[config.mk]
export PLATFORM = sky130hd
export DESIGN_NAME = uart_fifo_core
export DESIGN_NICKNAME = d
export VERILOG_FILES = /design/src/rtl/uart_fifo_core.sv
export SDC_FILE = /design/constraint.sdc
export NUM_CORES = 1
export LEC_CHECK = 0
export ABC_CLOCK_PERIOD_IN_PS = 7750
export CAP_MARGIN = 20
export CORE_ASPECT_RATIO = 2
export CORE_MARGIN = 4
export CORE_UTILIZATION = 58
export CTS_BUF_LIST = sky130_fd_sc_hd__clkbuf_8
export CTS_CLUSTER_DIAMETER = 30
export CTS_CLUSTER_SIZE = 8
export DETAILED_ROUTE_END_ITERATION = 8
export DONT_BUFFER_PORTS = 1
export GPL_TIMING_DRIVEN = 1
export HOLD_SLACK_MARGIN = 0.03
export PLACE_DENSITY = 0.74
export SYNTH_ARGS = -nofsm -noshare
export SYNTH_HDL_FRONTEND = slang
export SYNTH_HIERARCHICAL = 1
export SYNTH_SLANG_ARGS = --single-unit
[constraint.sdc]
create_clock -name CLK -period 7.75 [get_ports CLK]
set_clock_uncertainty 0.05 [all_clocks]
set_input_delay 1.1625 -clock CLK [delete_from_list [all_inputs] [get_ports CLK]]
set_output_delay 1.1625 -clock CLK [all_outputs]
set_load 0.03 [all_outputs]
[src/rtl/uart_fifo_core.sv]
// Full-duplex UART core: runtime baud divisor, 5..8 data bits, optional parity,
// 1/2 stop bits, TX/RX first-word fall-through FIFOs and sticky error flags.

// Synchronous FIFO with power-of-2 depth and an extra wrap bit on each pointer.
// The parent decides acceptance; push and pop arrive already qualified.
module uart_sync_fifo #(
    parameter int WIDTH = 8,
    parameter int DEPTH = 16
) (
    input  logic                   CLK,
    input  logic                   RST,
    input  logic                   push,
    input  logic                   pop,
    input  logic [WIDTH-1:0]       wdata,
    output logic [WIDTH-1:0]       rdata,
    output logic                   full,
    output logic [$clog2(DEPTH):0] level
);
    localparam int AW = $clog2(DEPTH);

    logic [WIDTH-1:0] mem [DEPTH];
    logic [AW:0]      wr_ptr;
    logic [AW:0]      rd_ptr;

    // Pointer advance on qualified push/pop
    always_ff @(posedge CLK) begin
        // NOTE: sequential state uses <= so every flop samples pre-edge values.
        if (RST) begin
            wr_ptr <= '0;
            rd_ptr <= '0;
        end else begin
            if (push) wr_ptr <= wr_ptr + 1'b1;
            if (pop)  rd_ptr <= rd_ptr + 1'b1;
        end
    end

    // Storage write
    // NOTE: the array has no reset; occupancy comes from the pointers alone.
    always_ff @(posedge CLK) begin
        if (push) mem[wr_ptr[AW-1:0]] <= wdata;
    end

    assign rdata = mem[rd_ptr[AW-1:0]];
    assign full  = (wr_ptr[AW] != rd_ptr[AW]) && (wr_ptr[AW-1:0] == rd_ptr[AW-1:0]);
    assign level = wr_ptr - rd_ptr;
endmodule

module uart_fifo_core #(
    parameter int DATA_BITS   = 8,
    parameter int FIFO_DEPTH  = 16,
    parameter int DIV_W       = 16,
    parameter int SYNC_STAGES = 2
) (
    input  logic                        CLK,
    input  logic                        RST,
    input  logic                        clk_en,
    input  logic [DIV_W-1:0]            baud_div,
    input  logic [1:0]                  data_len,
    input  logic                        parity_en,
    input  logic                        parity_odd,
    input  logic                        two_stop,
    input  logic                        rx_serial,
    output logic                        tx_serial,
    input  logic [DATA_BITS-1:0]        tx_data,
    input  logic                        tx_wr,
    output logic                        tx_full,
    output logic                        tx_busy,
    output logic [DATA_BITS-1:0]        rx_data,
    input  logic                        rx_rd,
    output logic                        rx_empty,
    output logic [$clog2(FIFO_DEPTH):0] rx_level,
    output logic [2:0]                  err_flags,
    input  logic                        err_clr
);
    localparam int LW = $clog2(FIFO_DEPTH) + 1;

    typedef enum logic [2:0] {TX_IDLE, TX_START, TX_DATA, TX_PARITY, TX_STOP} tx_state_t;
    typedef enum logic [2:0] {RX_IDLE, RX_START, RX_DATA, RX_PARITY, RX_STOP, RX_BREAK} rx_state_t;

    // Runtime data width: data_len+5, capped at DATA_BITS
    function automatic logic [3:0] frame_bits(input logic [1:0] len);
        logic [3:0] n;
        n = {2'b00, len} + 4'd5;
        if (n > 4'(DATA_BITS)) n = 4'(DATA_BITS);
        return n;
    endfunction

    function automatic logic [DATA_BITS-1:0] len_mask(input logic [3:0] n);
        logic [DATA_BITS-1:0] m;
        for (int i = 0; i < DATA_BITS; i++) m[i] = (i < int'(n));
        return m;
    endfunction

    // ---------------- TX ----------------
    tx_state_t            tx_state, tx_next;
    logic [DIV_W-1:0]     tx_div, tx_cnt;
    logic [3:0]           tx_nbits, tx_bit_idx;
    logic                 tx_par_en, tx_two_stop, tx_par_bit, tx_stop_idx;
    logic [DATA_BITS-1:0] tx_shift, tx_head;
    logic [LW-1:0]        tx_level;
    logic                 tx_fifo_empty, tx_bit_end, tx_pop, tx_push, tx_serial_d;

    assign tx_push       = tx_wr && !tx_full;
    assign tx_fifo_empty = (tx_level == '0);
    assign tx_bit_end    = clk_en && (tx_cnt == tx_div - 1'b1);
    assign tx_busy       = (tx_state != TX_IDLE) || !tx_fifo_empty;

    uart_sync_fifo #(.WIDTH(DATA_BITS), .DEPTH(FIFO_DEPTH)) u_tx_fifo (
        .CLK   (CLK),
        .RST   (RST),
        .push  (tx_push),
        .pop   (tx_pop),
        .wdata (tx_data),
        .rdata (tx_head),
        .full  (tx_full),
        .level (tx_level)
    );

    // TX state register
    always_ff @(posedge CLK) begin
        if (RST) tx_state <= TX_IDLE;
        else     tx_state <= tx_next;
    end

    // TX next state; stop chains straight into the next start when data waits
    always_comb begin
        // NOTE: default first so no path leaves tx_next unassigned (no latch).
        tx_next = tx_state;
        unique case (tx_state)
            TX_IDLE:   if (clk_en && !tx_fifo_empty) tx_next = TX_START;
            TX_START:  if (tx_bit_end) tx_next = TX_DATA;
            TX_DATA:   if (tx_bit_end && tx_bit_idx == tx_nbits - 1'b1)
                           tx_next = tx_par_en ? TX_PARITY : TX_STOP;
            TX_PARITY: if (tx_bit_end) tx_next = TX_STOP;
            TX_STOP:   if (tx_bit_end && (!tx_two_stop || tx_stop_idx))
                           tx_next = tx_fifo_empty ? TX_IDLE : TX_START;
            default:   tx_next = TX_IDLE;
        endcase
    end

    // TX outputs: FIFO pop on start entry and the next value of the line register
    always_comb begin
        tx_pop      = (tx_next == TX_START) && (tx_state != TX_START);
        tx_serial_d = tx_serial;
        unique case (tx_next)
            TX_IDLE, TX_STOP: tx_serial_d = 1'b1;
            TX_START:         tx_serial_d = 1'b0;
            TX_DATA: begin
                if (tx_state == TX_START) tx_serial_d = tx_shift[0];
                else if (tx_bit_end)      tx_serial_d = tx_shift[1];
            end
            TX_PARITY:        tx_serial_d = tx_par_bit;
            default:          tx_serial_d = 1'b1;
        endcase
    end

    // TX datapath: per-frame config latch, bit timer, shifter, line register
    always_ff @(posedge CLK) begin
        if (RST) begin
            tx_serial   <= 1'b1;
            tx_div      <= '0;
            tx_cnt      <= '0;
            tx_nbits    <= '0;
            tx_bit_idx  <= '0;
            tx_par_en   <= 1'b0;
            tx_two_stop <= 1'b0;
            tx_par_bit  <= 1'b0;
            tx_stop_idx <= 1'b0;
            tx_shift    <= '0;
        end else begin
            tx_serial <= tx_serial_d;
            if (tx_pop) begin
                tx_div      <= baud_div;
                tx_nbits    <= frame_bits(data_len);
                tx_par_en   <= parity_en;
                tx_two_stop <= two_stop;
                tx_par_bit  <= (^(tx_head & len_mask(frame_bits(data_len)))) ^ parity_odd;
                tx_shift    <= tx_head;
                tx_cnt      <= '0;
                tx_bit_idx  <= '0;
                tx_stop_idx <= 1'b0;
            end else if (clk_en && tx_state != TX_IDLE) begin
                if (tx_bit_end) begin
                    tx_cnt <= '0;
                    if (tx_state == TX_DATA) begin
                        tx_shift   <= tx_shift >> 1;
                        tx_bit_idx <= tx_bit_idx + 1'b1;
                    end
                    if (tx_state == TX_STOP) tx_stop_idx <= 1'b1;
                end else begin
                    tx_cnt <= tx_cnt + 1'b1;
                end
            end
        end
    end

    // ---------------- RX ----------------
    rx_state_t            rx_state, rx_next;
    logic [SYNC_STAGES-1:0] rx_sync;
    logic                 rx_s, rx_prev;
    logic [DIV_W-1:0]     rx_div, rx_cnt;
    logic [3:0]           rx_nbits, rx_bit_idx;
    logic                 rx_par_en, rx_par_odd, rx_par_acc;
    logic [DATA_BITS-1:0] rx_shift, rx_word;
    logic                 rx_sample, rx_push, rx_push_ok, rx_pop, rx_full;
    logic [2:0]           err_set;

    assign rx_s      = rx_sync[SYNC_STAGES-1];
    assign rx_empty  = (rx_level == '0);
    assign rx_pop    = rx_rd && !rx_empty;
    assign rx_sample = clk_en && ((rx_state == RX_START) ? (rx_cnt == (rx_div >> 1) - 1'b1)
                                                         : (rx_cnt == rx_div - 1'b1));

    uart_sync_fifo #(.WIDTH(DATA_BITS), .DEPTH(FIFO_DEPTH)) u_rx_fifo (
        .CLK   (CLK),
        .RST   (RST),
        .push  (rx_push_ok),
        .pop   (rx_pop),
        .wdata (rx_word),
        .rdata (rx_data),
        .full  (rx_full),
        .level (rx_level)
    );

    // Input synchroniser and tick-rate edge history
    always_ff @(posedge CLK) begin
        if (RST) begin
            rx_sync <= '1;
            rx_prev <= 1'b1;
        end else begin
            rx_sync <= {rx_sync[SYNC_STAGES-2:0], rx_serial};
            if (clk_en) rx_prev <= rx_s;
        end
    end

    // RX state register
    always_ff @(posedge CLK) begin
        if (RST) rx_state <= RX_IDLE;
        else     rx_state <= rx_next;
    end

    // RX next state: half-bit start validation, then centre sampling
    always_comb begin
        rx_next = rx_state;
        unique case (rx_state)
            RX_IDLE:   if (clk_en && rx_prev && !rx_s) rx_next = RX_START;
            RX_START:  if (rx_sample) rx_next = rx_s ? RX_IDLE : RX_DATA;
            RX_DATA:   if (rx_sample && rx_bit_idx == rx_nbits - 1'b1)
                           rx_next = rx_par_en ? RX_PARITY : RX_STOP;
            RX_PARITY: if (rx_sample) rx_next = RX_STOP;
            RX_STOP:   if (rx_sample) rx_next = rx_s ? RX_IDLE : RX_BREAK;
            RX_BREAK:  if (clk_en && rx_s) rx_next = RX_IDLE;
            default:   rx_next = RX_IDLE;
        endcase
    end

    // RX outputs: byte push at a good stop bit and error set pulses
    always_comb begin
        rx_word    = rx_shift >> (4'(DATA_BITS) - rx_nbits);
        rx_push    = (rx_state == RX_STOP) && rx_sample && rx_s;
        rx_push_ok = rx_push && (!rx_full || rx_pop);
        err_set[0] = (rx_state == RX_PARITY) && rx_sample && (rx_s != (rx_par_acc ^ rx_par_odd));
        err_set[1] = (rx_state == RX_STOP) && rx_sample && !rx_s;
        err_set[2] = rx_push && rx_full && !rx_pop;
    end

    // RX datapath: per-frame config latch, bit timer, LSB-first shifter, parity
    always_ff @(posedge CLK) begin
        if (RST) begin
            rx_div     <= '0;
            rx_cnt     <= '0;
            rx_nbits   <= '0;
            rx_bit_idx <= '0;
            rx_par_en  <= 1'b0;
            rx_par_odd <= 1'b0;
            rx_par_acc <= 1'b0;
            rx_shift   <= '0;
        end else if (rx_state == RX_IDLE && rx_next == RX_START) begin
            rx_div     <= baud_div;
            rx_nbits   <= frame_bits(data_len);
            rx_par_en  <= parity_en;
            rx_par_odd <= parity_odd;
            rx_par_acc <= 1'b0;
            rx_cnt     <= '0;
            rx_bit_idx <= '0;
            rx_shift   <= '0;
        end else if (clk_en && rx_state != RX_IDLE && rx_state != RX_BREAK) begin
            if (rx_sample) begin
                rx_cnt <= '0;
                if (rx_state == RX_DATA) begin
                    rx_shift   <= {rx_s, rx_shift[DATA_BITS-1:1]};
                    rx_bit_idx <= rx_bit_idx + 1'b1;
                    rx_par_acc <= rx_par_acc ^ rx_s;
                end
            end else begin
                rx_cnt <= rx_cnt + 1'b1;
            end
        end
    end

    // Sticky error flags; a set in the clearing cycle survives
    always_ff @(posedge CLK) begin
        if (RST) err_flags <= '0;
        else     err_flags <= (err_clr ? 3'b000 : err_flags) | err_set;
    end
endmodule

Word-level counts from Yosys, hierarchy flattened. Memories as Yosys holds them, arrays and structs flattened. A register that Yosys moved wholly into a read port is not among the register bits. Cells that the tools add are included.

Bits in registers: 136. RAM bits: 256. Input port bits: 36. Output and inout port bits: 20. Word-level logic and storage cells: 179. Memories kept: 2.

Add/subtract/negate cells: 17. Order comparisons: 9. Eq/ne operators: 26. Shift-type cells: 1. Multiplexer cells: 40. Bitwise logic cells: 5. Reduce and logical (&&, ||, !) cells: 52.

Memory list: u_rx_fifo.mem (words 16, width 8, read ports 1, clocked after memory_dff 1, wr ports 1, line 21) `logic [WIDTH-1:0] mem [DEPTH];`; u_tx_fifo.mem (words 16, width 8, read ports 1, clocked after memory_dff 1, wr ports 1, line 21).

Operator list (count): $eq A16 B16 Y1 (3); $mux W3 (15); $add A16 B1 Y16 const B (2); $mux W16 (2); $mux W8 (4); $sub A16 B1 Y16 const B (2); $mux W4 (7); $logic_and A1 B1 Y1 (26); $add A5 B1 Y5 const B (4); $eq A3 B2 Y1 const B (6); $pmux W3 S6 (1); $eq A4 B4 Y1 (4); $lt A3 B4 Y1 const A (4); $sub A15 B1 Y16 const B (1); $pmux W3 S5 (1); $eq A3 B1 Y1 const B (4); $reduce_and A3 Y1 (4); $logic_not A5 Y1 (2); $sub A5 B5 Y5 (2); $eq A3 B3 Y1 const B (3); $add A4 B1 Y4 const B (2); $and A8 B8 Y8 (1); $lt A1 B4 Y1 const A (2); $lt A2 B4 Y1 const A (2); 20 further kinds (46).

Depth between registers and ports, before layout.
Depth in word-level cells: 14. Mapped depth: 20. Mapped depth without buffers: 17.

Hierarchy. Netlist, hierarchy kept.

By module, submodules not included: uart_sync_fifo (instances 2, cells each 288, area each 5680.4 sq um, seq. area each 4124.0 sq um); uart_fifo_core (instances 1, cells each 887, area each 7086.8 sq um, seq. area each 2322.2 sq um).

Worst setup path after synthesis. OpenSTA, ideal clock, no wires.

Path kind: register -> register. Start point: reg rx_state[2]. End point: mem u_rx_fifo.mem[3][0], enable pin. Library setup time: 332 ps. Data arrival time: 4485 ps. Required time: 7368 ps. Setup slack: 2884 ps. Cell stages (with the launch flop): 18. Buffers on the path: 4. Clock period less this slack: 4866 ps. Path through: dfxtp_1 > or3b_1 > buf_4 > buf_6 > buf_6 > a21oi_1 > ha_1 > or4b_1 > nor2_1 > o221ai_1 > a222oi_1 > o2111ai_1 > or4_4 > nor2_4 > and4_1 > clkbuf_1 > nor3b_1 > and2_1.

Cells in the longest elaborated chain, start to end: 8. Elaborated cells on any way between the ends: 9. Classes of those cells: eq/ne: 2; mux: 3; reduce/logical: 4.

RTL lines: start: declaration (line 198) `rx_state_t rx_state, rx_next;`; start signal: assignment (line 239) `else rx_state <= rx_next;`; $eq A3 B1 Y1 (line 211) `assign rx_sample = clk_en && ((rx_state == RX_START) ? (rx_cnt == (rx_div >> 1) - 1'b1)`; $mux W1 (line 211); $logic_and A1 B1 Y1 (line 211); $logic_and A1 B1 Y1 * (2 in a row) (line 260) `rx_push = (rx_state == RX_STOP) && rx_sample && rx_s;`; $logic_and A1 B1 Y1 * (line 261) `rx_push_ok = rx_push && (!rx_full || rx_pop);`; named net rx_push_ok (line 205) `logic rx_sample, rx_push, rx_push_ok, rx_pop, rx_full;`; $mux W1 * (line 40) `if (push) mem[wr_ptr[AW-1:0]] <= wdata;`; $mux W1 (implied by the code) * (line 40); end: declaration (line 21).

Mark *: on every way through the listed nets, which the timed path passes. The rest lies on a longest branch.

Worst setup path after layout.
Start point: reg rx_state[0]. End point: mem u_rx_fifo.mem[0][7], enable pin.

The elaborated chain is that of the path after synthesis.

==> parameters.txt <==
Parameter                              Value

Clocking
  Maximum clock insertion buffer count    3
  Clock latency on the worst-skew pair    620 ps
  Clk sink count    400
  CTS tree    yes
  Postcts setup bufs    0
  Count of hold buffers inserted by post-cts repair    0
  Number of clock buffers inserted by TritonCTS    59
  Clock-pin slew of the registers on the worst-case setup and hold paths    ~60 ps
  CTS H-tree lvls    2
  Clock tree root buffer cell    clkbuf_8
  Number of gates resized after cts    0

Placed design
  Weighted congestion reported at the end of routability-driven placement    about 0.89
  Cell count after placement    between 1500 and 2000
  Standard cell area after detailed placement    around 0.019 mm²
  Number of buffers inserted by port buffering    0
  Total half-perimeter wirelength after legalization and detailed placement    31700 µm

Detailed routing
  DRT Pass-1 Iters    5
  Count of antenna-violating nets left after detailed routing    0
  Post-detailed-route via-to-cell ratio    6.01
  Remaining design rule violation count    0
  DRT Wirelength    43800 µm
  Number of vias after detailed routing    11556
  Initial drt markers    602
  Wire length per cell after detailed routing    22.8 µm

STA
  Number of hold-slack violations in the final timing report    0
  Setup repair after global routing missed its margin    false
  Slew Limit Fails    0
  Worst max-slew margin expressed relative to the limit    0.333
  Total negative setup slack    0 ps
  Final setup violation count    0
  Crit path time final    between 5000 and 6000 ps
  Transition time at the pin with the least slew margin    ~990 ps
  Maximum clock frequency    approximately 0.17 GHz
  Final worst path period share    0.758

Yosys
  Number of cells produced by synthesis    1463
  Syn Nets    roughly 1500
  Number of flip-flops and latches in the synthesized netlist    400
  Post-synthesis cell type count    about 90
  Fraction of the yosys area taken by sequential cells    0.573
  Top FF cell, synth    edfxtp_1
  Post-synthesis async set-or-reset flop share    0
  Warnings, synthesis    6
  Syn Std Cell Area    approximately 0.018 mm²
  Mean Syn Cell Area    ~13 µm²
  Number of flops mapped to enable cells by yosys    between 200 and 300

Power
  Power density over the cells    between 200 and 300 mW/mm²
  Relative contribution of sequential cells to total power    0.487
  Switching fraction of total power    0.296
  VDD IR-drop max    between 0.2 and 0.25 mV
  Power dissipated by switching net loads    1.50 mW
  Internal power    ~3.6 mW
  Part of the total power dissipated in the clock network    0.306
  Relative contribution of combinational cells to total power    0.207
  Standby leakage power    6.88 nW

GRT
  Aggregate global routing overflow    0
  Global-route wire length before repair    ~67000 µm
  Vias in the first global route    roughly 12000
  Total Routing Usage GR    0.254
  Initial antenna violation count    1
  Pin count of the biggest net entering global routing    92

Worst setup path
  Data arrival time of the worst path    around 6000 ps
  Endpoint of the worst register-to-register path    u_rx_fifo/mem[0][7]
  Element type at the critical path start    flop
  Origin of the critical flop-to-flop path    rx_state[0]
  FF-to-FF path depth    14
  Endpoint class of the critical path    flop
  Worst Path Class, Setup    reg -> reg
  Setup slack of the worst register-to-register path    1880 ps
  Maximum fanout encountered on the critical timing path    25
  Required time at the endpoint of the critical path    around 8000 ps

Floorplan
  I/O pin count    between 50 and 60
  Core region area    around 0.031 mm²
  Die ar.    roughly 0.035 mm²
  Site row count    between 90 and 100
  Die X-Extent    ~130 µm
  Vertical extent of the die    approximately 260 µm
  Initial core utilization    0.587

Cells and area
  Commonest non-fill, non-tap cells in the layout    edfxtp_1 (256), nand2_1 (145), dfxtp_1 (141)
  Design area    between 0.015 and 0.02 mm²
  Final nets    roughly 1500
  Post-route non-filler standard cell count    1924
  Synth-to-Final Area Change    6.93%
  Number of fillers in the final layout    approximately 2400
  Ratio of cells with drive above 1 in the final layout    0.101
  Most common cell after layout, fill and taps aside    edfxtp_1

Run
  Max-capacitance violation count    0

Worst hold path
  End point of the worst hold path    rx_sync[1]
  Type of the most critical hold path    reg -> reg
  Hold wc startpoint    rx_sync[0]
  Worst hold path cell count    1

Run status
  Run status    finished, final reports clean
-- critical path, stage by stage, from the launching register on --
cell and delay, ps:
dfxtp_1 610, nor3b_4 250, buf_4 310, mux2i_1 310, ha_1 290, or4b_1 470
nor2_1 110, o221ai_1 140, a222oi_1 430, o2111ai_1 220, or4_4 630, nor2_4 260
and4_1 510, nor3b_1 520, and2_1 420
-- state kept, by name (all words and copies together), names as in the netlist, 8 cells and up, named ones only --
| signal | flops |
|---|---|
| u_tx_fifo/mem | 128 |
| rx_div | 16 |
| tx_cnt | 16 |
| tx_div | 16 |
| rx_shift | 8 |
| u_rx_fifo/mem | 128 |
| tx_shift | 8 |
| rx_cnt | 16 |
-- cell families after synthesis --
kind of cell | Yosys count | share of synthesized area
AO/OA/AOI/OAI | 208 | 0.0756
XOR/XNOR | 113 | 0.0536
adder cells (fa/ha/maj) | 32 | 0.0225
buffers and inverters | 113 | 0.0311
flip-flops | 400 | 0.573
multiplexers | 109 | 0.109
AND/OR/NAND/NOR | 488 | 0.136
-- Yosys cell counts (4+ instances only) --
cell             count  area (µm²)
nand4_1             23         144
a21o_1              10        75.1
a31oi_1              8        50.1
ha_1                30         375
a211oi_1            14         105
clkbuf_1            37         139
buf_4                7        52.6
nand2b_1            22         138
mux4_2              36         811
nand3_1             27         135
or4_1                4        30.0
o21ai_0             21         105
buf_2               15        75.1
a22oi_1             34         255
or3_1                4        25.0
mux2_2               5        56.3
nor3b_1              5        37.5
a21oi_1             71         355
xor2_1              62         543
nor4_1              10        62.6
nor2b_1             14        87.6
mux2i_1             40         400
nor4b_1              7        61.3
and3_1              19         119
nor3_1              13        65.1
xnor2_1             51         447
buf_1                7        26.3
clkdlybuf4s25_2      6        60.1
mux4_1              28         736
nand3b_1             7        52.6
o22ai_1              4        25.0
dfxtp_1            144        2880
nor2_1             123         462
and2_1              35         219
o211ai_1             5        37.5
nand2_1            145         544
inv_1               31         116
buf_6                9         101
edfxtp_1           256        7690
-- routing by layer --
layer / GRT usage / routed length [µm]
met5: 0 / 0
met4: 0.143 / 2580
met3: 0.0517 / 2020
met2: 0.507 / 25400
met1: 0.229 / 13800
-- worst max-delay path by stage --
stage | from | endpoint | slack [ps] | depth (start not counted)
6_report | rx_state[0] | u_rx_fifo/mem[0][7] | 1880 | 14
5_1_grt | rx_state[0] | u_rx_fifo/mem[3][3] | 1520 | 14
4_1_cts | rx_state[0] | u_rx_fifo/mem[0][7] | 1920 | 14
3_5_place_dp | rx_state[0] | u_rx_fifo/mem[3][7] | 1930 | 14
3_3_place_gp | rx_state[0] | u_rx_fifo/mem[3][2] | 2080 | 14
2_1_floorplan | rx_state[2] | u_rx_fifo/mem[3][0] | 2880 | 17
-- stage by stage --
step                total power, mW  hold slack, ps  utilization  worst slack [ps]
floorplan                      3.37             339            -              2880
global placement               3.54             369        0.593              2080
detailed placement             3.56             363        0.593              1930
CTS                            5.12             378        0.628              1920
global route                   5.31             405        0.628              1520
finish                         5.07             382        0.628              1880
-- power by group through the flow --
stage	Sequential (mW)	Combinational (mW)	Clock [mW]
2_1_floorplan	2.43	0.938	0
3_3_place_gp	2.51	1.03	0
3_5_place_dp	2.52	1.05	0
4_1_cts	2.47	1.05	1.59
5_1_grt	2.48	1.14	1.69
6_report	2.47	1.05	1.55
-- area by class of cell --
cell class	instances	area, µm²	share of cell area
sequential	400	10600	0.536
multi-input combinational	950	7340	0.372
clock buffer	63	867	0.0440
tap	423	529	0.0268
clock inverter	44	211	0.0107
inverter	32	120	0.00609
timing repair buffer	11	82.6	0.00419
antenna	1	2.50	0.000127
Power figures use the tool's default switching activity.
